### src/rtl/sampler_rle.sv
// Logic-analyzer input sampler: clock divider, group masking,
// change-only run-length suppression and a valid/ready output stage.
module sampler_rle #(
  parameter int CHLS  = 32,
  parameter int GRP_W = 8,
  parameter int DIV_W = 24,
  parameter int RPT_W = 16
) (
  input  logic                  clk_i,
  input  logic                  rst_i,
  input  logic [DIV_W-1:0]      fdiv_i,
  input  logic                  set_div_i,
  input  logic                  run_i,
  input  logic                  chg_mode_i,
  input  logic [CHLS/GRP_W-1:0] grp_en_i,
  input  logic [CHLS-1:0]       data_i,
  output logic [CHLS-1:0]       smpls_o,
  output logic [RPT_W-1:0]      rpt_o,
  output logic                  valid_o,
  input  logic                  ready_i,
  output logic                  ovf_o
);

  localparam int NGRP = CHLS / GRP_W;
  localparam logic [RPT_W-1:0] RPT_MAX = '1;

  logic [DIV_W-1:0] r_div;
  logic [DIV_W-1:0] cnt;
  logic [CHLS-1:0]  ref_smp;
  logic [CHLS-1:0]  m;
  logic [RPT_W-1:0] sup;
  logic [RPT_W-1:0] rpt;
  logic             armed;
  logic             run_q;
  logic             rise;
  logic             armed_eff;
  logic             tick;
  logic             emit;
  logic             accept;
  logic             drop;

  // Force disabled channel groups to zero
  always_comb begin
    m = '0;
    for (int g = 0; g < NGRP; g++) begin
      if (grp_en_i[g]) begin
        m[g*GRP_W +: GRP_W] = data_i[g*GRP_W +: GRP_W];
      end
    end
  end

  // Tick generation and emit/suppress decision
  always_comb begin
    rise      = run_i & ~run_q;
    armed_eff = armed & ~rise;
    tick      = run_i & ~set_div_i & (cnt >= r_div);
    emit      = 1'b0;
    rpt       = '0;
    if (tick) begin
      if (!chg_mode_i || !armed_eff) begin
        emit = 1'b1;
      end else if (m != ref_smp) begin
        emit = 1'b1;
        rpt  = sup;
      end else if (sup == RPT_MAX) begin
        emit = 1'b1;
        rpt  = RPT_MAX;
      end
    end
    accept = emit & (~valid_o | ready_i);
    drop   = emit & valid_o & ~ready_i;
  end

  // Divider: period is r_div+1 clocks, a new factor restarts the count
  always_ff @(posedge clk_i) begin
    if (rst_i) begin
      r_div <= '0;
      cnt   <= '0;
    end else if (set_div_i) begin
      r_div <= fdiv_i;
      cnt   <= '0;
    end else if (!run_i || tick) begin
      cnt <= '0;
    end else begin
      cnt <= cnt + 1'b1;
    end
  end

  // Run-length state: last emitted sample, suppressed ticks, armed flag
  always_ff @(posedge clk_i) begin
    if (rst_i) begin
      run_q   <= 1'b0;
      armed   <= 1'b0;
      sup     <= '0;
      ref_smp <= '0;
    end else begin
      run_q <= run_i;
      if (!run_i) begin
        sup   <= '0;
        armed <= 1'b0;
      end else if (emit) begin
        sup   <= '0;
        armed <= 1'b1;
      end else if (tick) begin
        sup <= sup + 1'b1;
      end
      if (accept) begin
        ref_smp <= m;
      end
    end
  end

  // Output register with handshake and sticky overflow
  always_ff @(posedge clk_i) begin
    if (rst_i) begin
      smpls_o <= '0;
      rpt_o   <= '0;
      valid_o <= 1'b0;
      ovf_o   <= 1'b0;
    end else begin
      if (accept) begin
        smpls_o <= m;
        rpt_o   <= rpt;
        valid_o <= 1'b1;
      end else if (valid_o && ready_i) begin
        valid_o <= 1'b0;
      end
      if (drop) begin
        ovf_o <= 1'b1;
      end else if (rise) begin
        ovf_o <= 1'b0;
      end
    end
  end

endmodule

### config.mk
export PLATFORM = sky130hd
export DESIGN_NAME = sampler_rle
export DESIGN_NICKNAME = d
export VERILOG_FILES = /design/src/rtl/sampler_rle.sv
export SDC_FILE = /design/constraint.sdc
export NUM_CORES = 1
export LEC_CHECK = 0
export BUFFER_PORTS_ARGS = -buffer_cell sky130_fd_sc_hd__buf_2
export CAP_MARGIN = 40
export CORE_UTILIZATION = 30
export DETAILED_ROUTE_END_ITERATION = 16
export HOLD_SLACK_MARGIN = 0.12
export SYNTH_ARGS = -nofsm -noshare
export SYNTH_HDL_FRONTEND = slang
export SYNTH_SLANG_ARGS = --single-unit
### constraint.sdc
create_clock -name clk_i -period 3.4 [get_ports clk_i]
set_clock_uncertainty 0.15 [all_clocks]
set_input_delay 0.34 -clock clk_i [delete_from_list [all_inputs] [get_ports clk_i]]
set_output_delay 0.34 -clock clk_i [all_outputs]
set_load 0.005 [all_outputs]
==> run summary <==
die area: 20,500 um2
Seq pwr share: 39.1%
number of global-route vias before repair: 5,064
Comb pwr share: 7.4%
worst setup margin: 0.478 ns
clock root cell: clkbuf_16
die width: 143 um
slew at the pin closest to its max-slew limit: 0.695 ns
setup bufs post-CTS: 0
Final Hold Fails: 0
# nets final: 948
simple-gate portion of the synthesized area: 20.8%
worst hold path class: input pin to flip-flop
sw power: 761 uW
first-pass GRT wire length: 24,700 um
via/cell ratio: 4.89
EDFF count, synth: 0
detailed-route wire length: 15,600 um
dominant combinational cell family by area after synthesis: simple AND/OR/NAND/NOR gates
Min Hold Slack: 0.174 ns
largest net degree at the start of global routing: 42
HPWL after DPL: 10,900 um
GPL Wtd Cong: 0.754
register area: 2320 um2
routed via count: 5,550
Fillers: 1,983
Post-Synth Adder-Cell Area: 5.43%
cts bufs inserted: 17
reg-to-reg startpoint: cnt[15]$_SDFF_PP0_
CTS max path bufs: 2
multi-input logic area: 3360 um2
Rows: 51
crit path to: rpt_o[9]$_SDFFE_PP0P_
f_max: 342 MHz
post-synthesis mux area share: 4.18%
synth warn: 0
post-synthesis instance area: 5990 um2
switching share of total power: 21.4%
post-synthesis xor/xnor area fraction: 7.31%
outcome: complete, no violations
WL per Instance: 13.7 um
endpoints failing setup: 0
Core ar.: 19,500 um2
RSZ-0062 raised after global routing: no
DRC viols: 0
placed cells: 1,052
Crit Path Max Fanout: 32
Starting Density: 30.7%
post-route insts no fill: 1,134
Netlist cell types: 59
crit start category: flip-flop
Hold Crit Start: data_i[20]
Async S/R FF share, synth: 0%
P_int: 2800 uW
worst endpoint required time: 3.60 ns
CTS tree: done
Top Ports: 116
WS Path Type: flip-flop to flip-flop
R2R Path End: rpt_o[9]$_SDFFE_PP0P_
Post-Syn Area per Cell: 8.64 um2
htree depth: 4
initial antenna violation count: 2
Worst slew margin: 53.3%
Setup WS pre-CTS: 0.490 ns
Reg2Reg Depth: 8
Mapped Cells: 693
ratio of cells with drive above 1 in the final layout: 21.4%
Seq/Total Area, Yosys: 38.8%
Area growth, synth to finish: 33.6%
Net Count, Synth: 785
Static Leak: 0.00320 uW
Sum Neg Setup Slack: 0 ns
drt pass-1 iters: 4
Peak VDD IR: 0.000368 V
post-synthesis register bit count: 116
clock sink count: 116
arrival time of the worst setup path: 3.12 ns
Port Buffer Count: 115
clock-pin transition on the worst setup and hold timing paths: 0.05 ns
latest clock arrival within the worst-skew pair: 0.42 ns
Total GRT Usage: 15.5%
Detail Route Antenna Nets: 0
Max Slew Vio Count: 0
CP endpoint kind: flip-flop
Compound-Gate Fraction of Synth Area: 18.4%
ys flop type: dfxtp_1
CP startpoint: cnt[15]$_SDFF_PP0_
Power Density: 445 nW/um2
DRT iter0 DRCs: 232
Reg2Reg Setup Slack: 0.48 ns
Max-Cap Viols: 0
height of the die: 143 um
Clock Power Share: 53.5%
final worst-path cycle share: 85.9%
post-layout min period: 2.92 ns
gr ovfl total: 0
-- critical path: stages, from the launching register on --
cell,delay [ns]
dfxtp_1,0.35
ha_1,0.33
nand4_1,0.15
or3_1,0.44
o32a_1,0.44
a21o_1,0.25
buf_16,0.18
a211o_4,0.38
o2bb2ai_2,0.16
-- cell usage in the layout, fill, tap and decap left out, drive strengths merged, types with 3 or more instances in the layout --
cell type and n:
a211oi 3, o2bb2ai 18, xor2 39, nor4bb 4, nor2 89, or3 11, dfxtp 116, nor3 12
nand2 27, nand2b 4, a21oi 50, nand4 37, and3 4, o31ai 3, or4 3, inv 35
nand4b 7, xnor2 11, nand3 28, o21ai 47, clkbuf 21, o21a 8, nor4 5, buf 132
o211ai 3, o2111ai 4, dlygate4sd3 50, mux2i 25, ha 26, nor2b 3, bufinv 4, o22ai 8
clkinv 5
-- final cells by class --
| cell class | instances | area share (%) |
|---|---|---|
| Antenna cell | 1 | 0.0313 |
| Clock buffer | 21 | 6.00 |
| Inverter | 35 | 1.64 |
| Timing Repair Buffer | 182 | 15.3 |
| Tap cell | 265 | 4.14 |
| Clock inverter | 10 | 1.91 |
| Sequential cell | 116 | 29.0 |
| Multi-Input combinational cell | 504 | 42.0 |
-- flip-flops by register name, summed over array words and instances (netlist names) --
| name | flops |
|---|---|
| valid_o | 1 |
| armed | 1 |
| ovf_o | 1 |
| smpls_o | 32 |
| sup | 16 |
| rpt_o | 16 |
| cnt | 24 |
| r_div | 24 |
| run_q | 1 |
-- timing repair --
action / in CTS / in global routing
resized for setup: 0 / 0
hold endpoints to repair: 51 / 0
hold buffers: 50 / 0
-- metrics by stage --
step | power (uW) | utilization [%] | instance area, um2
global placement | 1640 | 35.0 | 6840
floorplan | 1550 | - | 5990
global route | 3690 | 41.0 | 8000
CTS | 3610 | 41.0 | 8000
detailed placement | 1640 | 35.2 | 6870
finish | 3560 | 41.0 | 8000
-- worst min path at each step --
stage	end	slack, ns	cells past startpoint
2_1_floorplan	cnt[0]$_SDFF_PP0_	0.28	1
3_3_place_gp	rpt_o[0]$_SDFFE_PP0P_	0.29	1
3_5_place_dp	rpt_o[0]$_SDFFE_PP0P_	0.29	1
4_1_cts	smpls_o[20]$_SDFFE_PP0P_	0.15	4
5_1_grt	smpls_o[11]$_SDFFE_PP0P_	0.17	3
6_report	smpls_o[20]$_SDFFE_PP0P_	0.17	4
-- logic make-up (layout without fill, tap and decap cells) --
group | count (synthesis) | in the layout
compound gates | 162 | 162
buf+inv | 73 | 248
xor+xnor | 50 | 50
other cells | 0 | 1
mux | 25 | 25
fa+ha+maj | 26 | 26
simple gates | 241 | 241
flops | 116 | 116
-- synth_stat cells (all sizes together), types with 3 or more instances --
cell type / number / area (um2)
dfxtp: 116 / 2320
nor2: 89 / 334
a21oi: 50 / 258
o21ai: 47 / 239
xor2: 39 / 342
nand4: 37 / 238
inv: 35 / 131
nand3: 28 / 145
nand2: 27 / 101
clkbuf: 26 / 98.8
ha: 26 / 325
mux2i: 25 / 250
o2bb2ai: 18 / 220
buf: 12 / 77.6
nor3: 12 / 60.1
or3: 11 / 68.8
xnor2: 11 / 96.3
o21a: 8 / 60.1
o22ai: 8 / 50.1
nand4b: 7 / 61.3
nor4: 5 / 37.5
and3: 4 / 25.0
nand2b: 4 / 25.0
nor4bb: 4 / 40.0
o2111ai: 4 / 35.0
a211oi: 3 / 22.5
nor2b: 3 / 18.8
o211ai: 3 / 22.5
o31ai: 3 / 22.5
or4: 3 / 22.5
-- per-layer routing --
| metal | up-vias | GRT usage [%] | wire (um) |
|---|---|---|---|
| met5 | - | 0 | 13 |
| met4 | 2 | 6.22 | 241 |
| met3 | 21 | 4.30 | 715 |
| met2 | 111 | 25.2 | 7240 |
| met1 | 2582 | 19.4 | 7340 |
| li1 | 2834 | - | - |
-- power by group through the flow --
stage,Clock (uW),Sequential [uW],Combinational [uW]
global route,2010,1390,294
finish,1910,1390,264
floorplan,0,1420,132
CTS,1950,1390,266
global placement,0,1420,218
detailed placement,0,1420,220
(Power assumes the default switching activity.)
